### src/rtl/adc_pkg.sv
// Shared constants for the ADC sample averager: controller data width,
// the controller's clamp code and the default window size.
package adc_pkg;

  localparam int ADC_DATA_W = 20;
  localparam int ADC_LOG2_N = 4;
  localparam logic [ADC_DATA_W-1:0] ADC_SAT_VAL = {ADC_DATA_W{1'b1}};
  localparam int N = 2**ADC_LOG2_N;

  // Samples per window for a given log2 window size.
  function automatic int win_size(input int log2_n);
    return 1 << log2_n;
  endfunction

endpackage

### src/rtl/adc_avg_out_buf.sv
// One-deep result register with valid/ready handshake. A new result loaded
// while the previous one is still pending and not being taken sets overrun.
module adc_avg_out_buf
  import adc_pkg::*;
#(
  parameter int DATA_W = ADC_DATA_W
) (
  input  logic              clk,
  input  logic              rst,
  input  logic              load,
  input  logic [DATA_W-1:0] load_avg,
  input  logic [DATA_W-1:0] load_min,
  input  logic [DATA_W-1:0] load_max,
  input  logic              clr_overrun,
  input  logic              ready,
  output logic [DATA_W-1:0] res_avg,
  output logic [DATA_W-1:0] res_min,
  output logic [DATA_W-1:0] res_max,
  output logic              valid,
  output logic              overrun
);

  logic take;

  assign take = valid & ready;

  always_ff @(posedge clk or posedge rst) begin
    if (rst) begin
      res_avg <= '0;
      res_min <= '0;
      res_max <= '0;
      valid   <= 1'b0;
      overrun <= 1'b0;
    end else begin
      if (load) begin
        res_avg <= load_avg;
        res_min <= load_min;
        res_max <= load_max;
        valid   <= 1'b1;
      end else if (take) begin
        valid <= 1'b0;
      end

      // Flush and a window close never coincide, so the clear needs no priority rule.
      if (clr_overrun) begin
        overrun <= 1'b0;
      end else if (load && valid && !ready) begin
        overrun <= 1'b1;
      end
    end
  end

endmodule

### src/rtl/adc_sample_averager.sv
// Averages fixed windows of 2**LOG2_N ADC conversions and tracks min/max.
// Optional macro ADC_AVG_SAT_REJECT_EN drops clamped (all-ones) samples and counts them.
module adc_sample_averager
  import adc_pkg::*;
#(
  parameter int DATA_W = ADC_DATA_W,
  parameter int LOG2_N = ADC_LOG2_N
) (
  input  logic              clk,
  input  logic              rst,
  input  logic [DATA_W-1:0] sample,
  input  logic              sample_vld,
  input  logic              flush,
  output logic [DATA_W-1:0] avg_data,
  output logic [DATA_W-1:0] avg_min,
  output logic [DATA_W-1:0] avg_max,
  output logic              avg_valid,
  input  logic              avg_ready,
  output logic              overrun,
  output logic [7:0]        sat_count
);

  localparam int ACC_W = DATA_W + LOG2_N;
  localparam int CNT_W = LOG2_N + 1;
  localparam int WIN   = win_size(LOG2_N);
  localparam logic [CNT_W-1:0]  LAST_CNT = CNT_W'(WIN - 1);
  localparam logic [DATA_W-1:0] SAT_CODE = {DATA_W{1'b1}};

  logic [ACC_W-1:0]  acc_reg;
  logic [CNT_W-1:0]  cnt_reg;
  logic [DATA_W-1:0] min_reg;
  logic [DATA_W-1:0] max_reg;

  logic              sample_ok;
  logic              take;
  logic              close;
  logic [ACC_W-1:0]  acc_next;
  logic [DATA_W-1:0] min_next;
  logic [DATA_W-1:0] max_next;

`ifdef ADC_AVG_SAT_REJECT_EN
  logic [7:0] sat_count_reg;

  assign sample_ok = (sample != SAT_CODE);

  always_ff @(posedge clk or posedge rst) begin
    if (rst) begin
      sat_count_reg <= '0;
    end else if (flush) begin
      sat_count_reg <= '0;
    end else if (sample_vld && !sample_ok && sat_count_reg != 8'hFF) begin
      sat_count_reg <= sat_count_reg + 8'd1;
    end
  end

  assign sat_count = sat_count_reg;
`else
  assign sample_ok = 1'b1;
  assign sat_count = '0;
`endif

  // A sample arriving with flush is discarded.
  assign take     = sample_vld & sample_ok & ~flush;
  assign close    = take & (cnt_reg == LAST_CNT);
  assign acc_next = acc_reg + ACC_W'(sample);
  assign min_next = (sample < min_reg) ? sample : min_reg;
  assign max_next = (sample > max_reg) ? sample : max_reg;

  always_ff @(posedge clk or posedge rst) begin
    if (rst) begin
      acc_reg <= '0;
      cnt_reg <= '0;
      min_reg <= SAT_CODE;
      max_reg <= '0;
    end else if (flush || close) begin
      acc_reg <= '0;
      cnt_reg <= '0;
      min_reg <= SAT_CODE;
      max_reg <= '0;
    end else if (take) begin
      acc_reg <= acc_next;
      cnt_reg <= cnt_reg + CNT_W'(1);
      min_reg <= min_next;
      max_reg <= max_next;
    end
  end

  // The upper DATA_W bits of the accumulator are the truncated average.
  adc_avg_out_buf #(
    .DATA_W (DATA_W)
  ) u_out_buf (
    .clk         (clk),
    .rst         (rst),
    .load        (close),
    .load_avg    (acc_next[ACC_W-1:LOG2_N]),
    .load_min    (min_next),
    .load_max    (max_next),
    .clr_overrun (flush),
    .ready       (avg_ready),
    .res_avg     (avg_data),
    .res_min     (avg_min),
    .res_max     (avg_max),
    .valid       (avg_valid),
    .overrun     (overrun)
  );

endmodule

### config.mk
export PLATFORM = sky130hd
export DESIGN_NAME = adc_sample_averager
export DESIGN_NICKNAME = d
export VERILOG_FILES = /design/src/rtl/adc_pkg.sv /design/src/rtl/adc_avg_out_buf.sv /design/src/rtl/adc_sample_averager.sv
export SDC_FILE = /design/constraint.sdc
export NUM_CORES = 1
export LEC_CHECK = 0
export ABC_AREA = 1
export CAP_MARGIN = 20
export CORE_UTILIZATION = 30
export CTS_BUF_LIST = sky130_fd_sc_hd__clkbuf_4
export CTS_CLUSTER_SIZE = 16
export DETAILED_ROUTE_END_ITERATION = 12
export PLACE_DENSITY = 0.47
export SYNTH_ARGS = -nofsm -noshare
export SYNTH_HDL_FRONTEND = slang
export SYNTH_SLANG_ARGS = --single-unit
### constraint.sdc
create_clock -name clk -period 8.6 [get_ports clk]
set_input_delay 2.58 -clock clk [delete_from_list [all_inputs] [get_ports clk]]
set_output_delay 2.58 -clock clk [all_outputs]
set_load 0.01 [all_outputs]
# --- Word-level counts from Yosys, hierarchy flattened ---
# Cells that the tools add are included.
word_totals:
  reg_bits: 131
  wordCells: 39
  output_inout_bits: 70
op_classes:
  add_sub_neg: 2
  eq_ne: 1
  n_reduce_logical: 7
  n_lt_le_gt_ge: 2
  mux: 14
  n_bitwise: 4
ops:
  columns: ["operator", "n"]
  rows:
  - ["2-to-1 mux 20 bit", 6]
  - ["2-to-1 mux 24 bit", 2]
  - ["adder 24 x 20 -> 24 bit", 1]
  - ["greater-than comparator 20 bit", 1]
  - ["< comparator 20 bit", 1]
  - ["2-to-1 mux 5 bit", 2]
  - ["nonzero test 2 bit", 3]
  - ["adder 5 x 1 -> 5 bit (second input constant)", 1]
  - ["equality test 5 x 4 -> 1 bit (second input constant)", 1]
  - ["2-to-1 mux 1 bit", 4]
  - ["AND 1 bit", 3]
  - ["logical AND 1 bit", 2]
  - ["logical NOT 1 bit", 1]
  - ["logical OR 1 bit", 1]
  - ["inverter 1 bit", 1]

# --- Longest topological paths before layout ---
logic_depth:
  depth_word: 7
  depth_mapped: 15

# --- By module ---
# A second synthesis with hierarchy kept.
hier_totals:
  hier_cells: 1196
  hier_area_um2: 8594.5
by_module_without_submodules:
  columns: ["mod", "seq_area_each_um2", "area_per_inst_um2", "instances", "cells_per_inst"]
  rows:
  - ["adc_sample_averager", 1751.7, 6206.0, 1, 933]
  - ["adc_avg_out_buf", 1551.5, 2388.5, 1, 263]

# --- Worst setup path before layout ---
# OpenSTA, ideal clock, no wires.
synth_timing:
  kind: "in2reg"
  from: "in sample[0]"
  to: "reg acc_reg[14]"
  setup_time_ns: 0.118
  arrival_ns: 3.857
  cell_stages: 11
  required_time_ns: 8.482
  n_path_buf: 0
  setup_slack_ns: 4.625
  path_cell_list: "ha_1 > inv_1 > fa_1 > nor2_1 > nor2_1 > o21ai_2 > inv_1 > nor2_1 > o21ai_0 > nand3_1 > nand2_1"
synth_between:
  elab_chain_cells: 3
synth_rtl:
  columns: ["element", "line_no", "source"]
  rows:
  - ["start, declared", "adc_sample_averager.sv:11", "input logic [DATA_W-1:0] sample,"]
  - ["adder 24 x 20 -> 24 bit", "adc_sample_averager.sv:65", "assign acc_next = acc_reg + ACC_W'(sample);"]
  - ["2-to-1 mux 24 bit", "adc_sample_averager.sv:80", "end else if (take) begin"]
  - ["2-to-1 mux 24 bit", "adc_sample_averager.sv:75", "end else if (flush || close) begin"]
  - ["end signal, assigned", "adc_sample_averager.sv:81", "acc_reg <= acc_next;"]
  - ["end, declared", "adc_sample_averager.sv:29", "logic [ACC_W-1:0] acc_reg;"]
# No other way between the ends. The select of a mux whose other input is x is not followed.
# A chain may end at the register's enable or synchronous reset.

# --- Final worst setup path ---
layout_timing:
  from: "in sample_vld"
  to: "reg acc_reg[2]"
layout_between:
  elab_chain_cells: 4
  word_cells_on_any_way: 5
  classes_between: "mux (1); bitwise (2); reduce/logical (2)"
layout_rtl:
  columns: ["element", "line_no", "source"]
  rows:
  - ["start, declared", "adc_sample_averager.sv:12", "input logic sample_vld,"]
  - ["AND 1 bit (*)", "adc_sample_averager.sv:63", "assign take = sample_vld & sample_ok & ~flush;"]
  - ["AND 1 bit", "adc_sample_averager.sv:64", "assign close = take & (cnt_reg == LAST_CNT);"]
  - ["logical OR 1 bit", "adc_sample_averager.sv:75", null]
  - ["2-to-1 mux 24 bit or nonzero test 2 bit (tied branches)", null, null]
# Every way passes the cells marked *; elsewhere a longest branch is shown, timed or not.

==> impl_metrics.tcl <==
set metrics [dict create \
    status "finished, final reports clean" \
    synth_area_um2 8200 \
    cp.arrival_ns 5.99 \
    initial_core_util_pct 30.5 \
    worstPathMaxFanout 45 \
    slew_viol_final 0 \
    clock_skew_ns 0.0292 \
    htreeDepth 4 \
    vias 7357 \
    ys_seq_area_share_pct 40.3 \
    hpwl_mm 16.9 \
    gr-usage-all-layers_pct 17.7 \
    grt_pass1_vias 7233 \
    yosys.area.top_type "dfrtp_1" \
    fin_hold_ws_ns 0.490 \
    gp_congestion 0.882 \
    cts_setup_buffers 0 \
    synthArstFlopShare_pct 100 \
    r2r-end "acc_reg[2]" \
    synth_cell_types 40 \
    cts.path.max_buffers 2 \
    worstRegToRegCells 11 \
    path_common_cell "nand2_2" \
    layout_min_cycle_time_ns 5.55 \
    grt_max_degree 88 \
    drtAntennaViolNets 0 \
    core-area_um2 26900 \
    cts_resized 0 \
    report.final.setup_viol 0 \
    critical_path_required_ns 9.04 \
    postCtsHoldBufs 0 \
    ys_ff_latch 131 \
    slew_headroom_pct 42.2 \
    numCtsBuffers 17 \
    clock_sink_count 131 \
    fmaxAchievable_mhz 180 \
    cap_violations 0 \
    cp-endpoint "acc_reg[2]" \
    post_drt_wl_per_cell_um 15.1 \
    final_core_util_pct 35.8 \
    port_buffers 86 \
    ioPinCount 95 \
    fill_cells 2918 \
    ff2ff_setup_slack_ns 5.18 \
    largest_register_ffs 24 \
    rsz0062_at_grt "false" \
    first_pass_iters 5 \
    cpMaxStageDelayCell "clkdlybuf4s50_1" \
    critical-path-max-stage-delay_ns 0.81 \
    synthCells 1136 \
    grt_pass1_wl_mm 38.8 \
    ir_drop_mv 0.0702 \
    row_count 60 \
    post-route-drc-count 0 \
    synthFlopType "dfrtp_1" \
    die_width_um 167 \
    finalSetupTns_ns 0 \
    overflow 0 \
    dieArea_um2 28000 \
    seq_area_um2 3300 \
    start_kind "input pin" \
    viasPerCell 4.71 \
    hold_viol_final 0 \
    final_layout_size_suffix_gt1_share_pct 5.66 \
    drt_wl_total_mm 23.7 \
    first_iter_violations 464 \
    synth_edf_count 0 \
    avgSynthCellArea_um2 7.22 \
    fp.dieH_um 167 \
    multi_input_area_um2 4130 \
    grt_antenna_before_repair 1 \
    synth_top_cells_by_count "nand2_1 (408), nand3_1 (143), inv_1 (140)" \
    cts_tree "yes" \
    netlist_top_cells_area "dfrtp_1 (34%), nand2_1 (19%), ha_1 (9.3%)" \
    powerDensity_nw_per_um2 175 \
    fin_crit_sh_pct 64.6 \
    worst_skew_pair.late_latency_ns 0.55 \
    leakage_nw 5.18 \
    yosysMostFrequentCell "nand2_1" \
    startpoint "sample_vld" \
    ys_warn_count 0 \
    crit_type "in -> reg" \
    cts.clk_slew.worst_paths_ns 0.12 \
    area.growth.synth_to_final_pct 17.4 \
    hold_path_class "reg -> reg" \
    end_kind "flip-flop" \
    synth_top_area_share_pct 33.9 \
    cts_root_buf "clkbuf_4" \
    crit_chain "clkdlybuf4s50_1, nand2_2, nor2_4, nor2_2, nand2_2, clkinv_2, nand2_1, o21ai_1" \
    rr_startpoint "cnt_reg[0]" \
    worst_pin_slew_ns 0.866 \
    nets 1294 \
]
[metal layers]
| metal | up-vias | share of wire, % | track usage [%] | routed length [um] |
|---|---|---|---|---|
| met3 | 15 | 4.0 | 3.07 | 939 |
| met5 | - | 0 | 0 | 0 |
| li1 | 3767 | - | - | - |
| met4 | 0 | 0.99 | 4.39 | 234 |
| met2 | 146 | 45 | 28.6 | 10700 |
| met1 | 3429 | 50 | 24.4 | 11800 |
[how the worst min path moves through the flow]
| stage | from | endpoint | slack, ns | depth (start not counted) |
|---|---|---|---|---|
| after floorplan | max_reg[10] | max_reg[10] | 0.45 | 2 |
| after global placement | u_out_buf.res_min[5] | u_out_buf.res_min[5] | 0.46 | 2 |
| after detailed placement | u_out_buf.res_min[5] | u_out_buf.res_min[5] | 0.46 | 2 |
| after CTS | max_reg[12] | max_reg[12] | 0.50 | 2 |
| after global routing | u_out_buf.res_min[5] | u_out_buf.res_min[5] | 0.51 | 2 |
| final | u_out_buf.res_min[5] | u_out_buf.res_min[5] | 0.49 | 2 |
[cells by family (layout without fill, tap and decap cells)]
kind of cell             count (synthesis)  after routing  share of synthesized area, %
AND/OR/NAND/NOR                        654            654                          33.8
buffers and inverters                  192            269                          9.82
flip-flops                             131            131                          40.3
AO/OA/AOI/OAI                           88             88                          5.66
adder cells (fa/ha/maj)                 62             62                          9.55
XOR/XNOR                                 7              7                         0.747
other                                    1             10                        0.0457
multiplexers                             1              1                         0.122
[final cells by class]
type | count | area share, %
antenna | 2 | 0.0520
clock buffer | 20 | 1.56
clock inverter | 12 | 1.69
inverter | 144 | 5.68
multi-input combinational | 820 | 42.8
sequential | 131 | 34.3
tap | 341 | 4.43
timing repair buffer | 93 | 9.48
[metrics by stage]
stage | cell area (um2) | worst slack, ns | total power, mW | instances
2_1_floorplan | 8230 | 2.56 | 1.08 | 1143
3_3_place_gp | 9320 | 2.65 | 1.23 | 1529
3_5_place_dp | 9320 | 2.50 | 1.23 | 1529
4_1_cts | 9630 | 3.12 | 1.71 | 1561
5_1_grt | 9630 | 2.80 | 1.82 | 1563
6_report | 9630 | 3.05 | 1.69 | 1563
[critical path: cells and delay by family]
| kind | cells | cell delay, ns |
|---|---|---|
| simple gates | 5 | 1.78 |
| buf+inv | 2 | 1.51 |
| compound gates | 1 | 0.10 |
[layout by cell type, fill, tap and decap left out, types with 4 or more instances in the layout]
master           Yosys  layout
a21oi_1             34      34
xnor2_1              4       4
dfstp_2             20      20
nand2_1            408     408
inv_1              140     139
ha_1                61      61
o21ai_1              4       4
clkbuf_4             0      20
buf_4               15       7
conb_1               1       8
nand4_1             28      28
bufinv_16            0       4
clkinv_2             1       4
nor2_1              53      53
clkdlybuf4s50_1      0      86
clkinv_1             1       4
dfrtp_1            111     111
nand3_1            143     143
nand3b_1             6       6
o21ai_0             41      41
[report_power, final]
group	switching, mW	total, mW	internal, mW
Combinational	0.328	0.505	0.177
Sequential	0.0310	0.706	0.675
Clock	0.240	0.476	0.237
Note: power is estimated with default switching activity, not from simulation.
==> RTL change: new RTL, same flow settings <==
Add a define of `ADC_AVG_SAT_REJECT_EN`.
--- a/src/rtl/adc_sample_averager.sv
+++ b/src/rtl/adc_sample_averager.sv
@@ -1,5 +1,7 @@
 // Averages fixed windows of 2**LOG2_N ADC conversions and tracks min/max.
 // Optional macro ADC_AVG_SAT_REJECT_EN drops clamped (all-ones) samples and counts them.
+`define ADC_AVG_SAT_REJECT_EN
+
 module adc_sample_averager
   import adc_pkg::*;
 #(
Check against the original RTL: not equivalent (Yosys sat finds a counterexample within 4 cycles, from zero or initial values and one cycle with rst high).
==> RTL change against the unedited design <==
Total power decreased by 5.6%; final cell count is 7.7% higher; sequential cell count rose by 8; worst setup slack gained 290 ps; synthesized cell count increased by 6.3%; area after synthesis grew 7.0%; cell area rose by 6.5%; routed wire length increased by 13%; critical endpoint is now min_reg[11]; largest cell class unchanged; largest power group unchanged.
==> RTL change: results (changes against the unedited design) <==
layout:
  insertedDiodeCount: 1  # -1
  seq_area_share_pct: 34.2  # -0.14 points
  area_growth_pct: 16.9
  layout.cells.non_filler: 1683  # +7.7%
  multi_input_area_share_pct: 44.2  # +1.4 points
  inverters: 126  # -13%
  regArea_um2: 3500  # +6.1%
  fin_util_pct: 35.7  # -0.10 points
  signal_buffers: 105  # +13%
  multi_input_gates: 896  # +9.3%
  nets: 1373  # +6.1%
placed_design:
  portBuffers: 94  # +9.3%
  detailed_place.area_um2: 10000  # +7.5%
  place_congestion: 0.837  # -5.1%
  dpl.cell_count: 1649  # +7.8%
grt:
  grt_use_total_pct: 18.6  # +0.94 points
  grt_pass1_wl_um: 44100  # +14%
  grt_max_degree: 87  # -1.1%
  grt_pass1_vias: 7892  # +9.1%
detailed_routing:
  drtIter0Drc: 527  # +14%
  vias: 7983  # +8.5%
outcome:
  status: "complete, no violations"
setup_path:
  cp_max_fo: 48  # +6.7%
  arrival_ps: 5770  # -220 ps
  cpPeakStageDelay_ps: 710  # -100 ps
yosys:
  synth_mux_area_share_pct: 0.114  # -0.0080 points
  synthDistinctLibCells: 33  # -18%
  postSynthAreaPerCell_um2: 7.26  # +0.61%
  synth_compound_area_share_pct: 3.91  # -1.8 points
  ys_seq_area_share_pct: 39.9  # -0.35 points
timing:
  clock_skew_ps: 33.8  # +4.65 ps
power:
  ir_drop_mv: 0.0554  # -21%
  cellLeakagePower_nw: 5.40  # +4.2%
clock_tree:
  clock-sinks: 139  # +6.1%
-- RTL change: cells by family (layout without fill, tap and decap cells) --
kind of cell | after synthesis | after routing
DFF | 139 | 139
AOI/OAI and AO/OA | 65 | 65
buffers and inverters | 173 | 263
other | 0 | 1
and+or+nand+nor | 747 | 747
xor gates and xnor gates | 20 | 20
adders and majority gates | 63 | 63
muxes | 1 | 1
-- RTL change: power by group --
| part | leakage, nW | internal (mW) | total [mW] | switching [mW] |
|---|---|---|---|---|
| clock network | 0.108 | 0.116 | 0.388 | 0.272 |
| logic | 3.49 | 0.163 | 0.468 | 0.304 |
| registers | 1.80 | 0.708 | 0.737 | 0.0289 |
| total | 5.40 | 0.988 | 1.59 | 0.605 |
-- RTL change: final timing paths --
kind,startpoint,to,slack (ps),depth (start not counted)
hold / removal,u_out_buf.res_avg[7],u_out_buf.res_avg[7],490,2
setup / recovery,sample[14],min_reg[11],3340,12
max in group asynchronous,rst,u_out_buf.res_avg[7],4730,3
setup reg to reg,min_reg[7],min_reg[19],5450,11
min in group asynchronous,rst,u_out_buf.res_min[8],2540,2
hold reg to reg,u_out_buf.res_avg[7],u_out_buf.res_avg[7],490,2
-- RTL change: routing by layer --
metal	vias to the layer above	part of all wire [%]	global-route usage, %
li1	4067	-	-
met1	3728	50	26.1
met2	163	46	30.2
met3	25	2.7	2.51
met4	0	1.3	4.68
met5	-	0	0
-- RTL change: critical path, delay by kind of cell --
kind                   cells  cell delay, ps
AND/OR/NAND/NOR            9            1760
buffers and inverters      3            1360
-- RTL change: stage by stage --
step	setup slack [ps]	total power, mW
finish	3340	1.59
global route	3000	1.72
CTS	3360	1.62
detailed placement	2750	1.22
global placement	2790	1.22
floorplan	2330	1.06
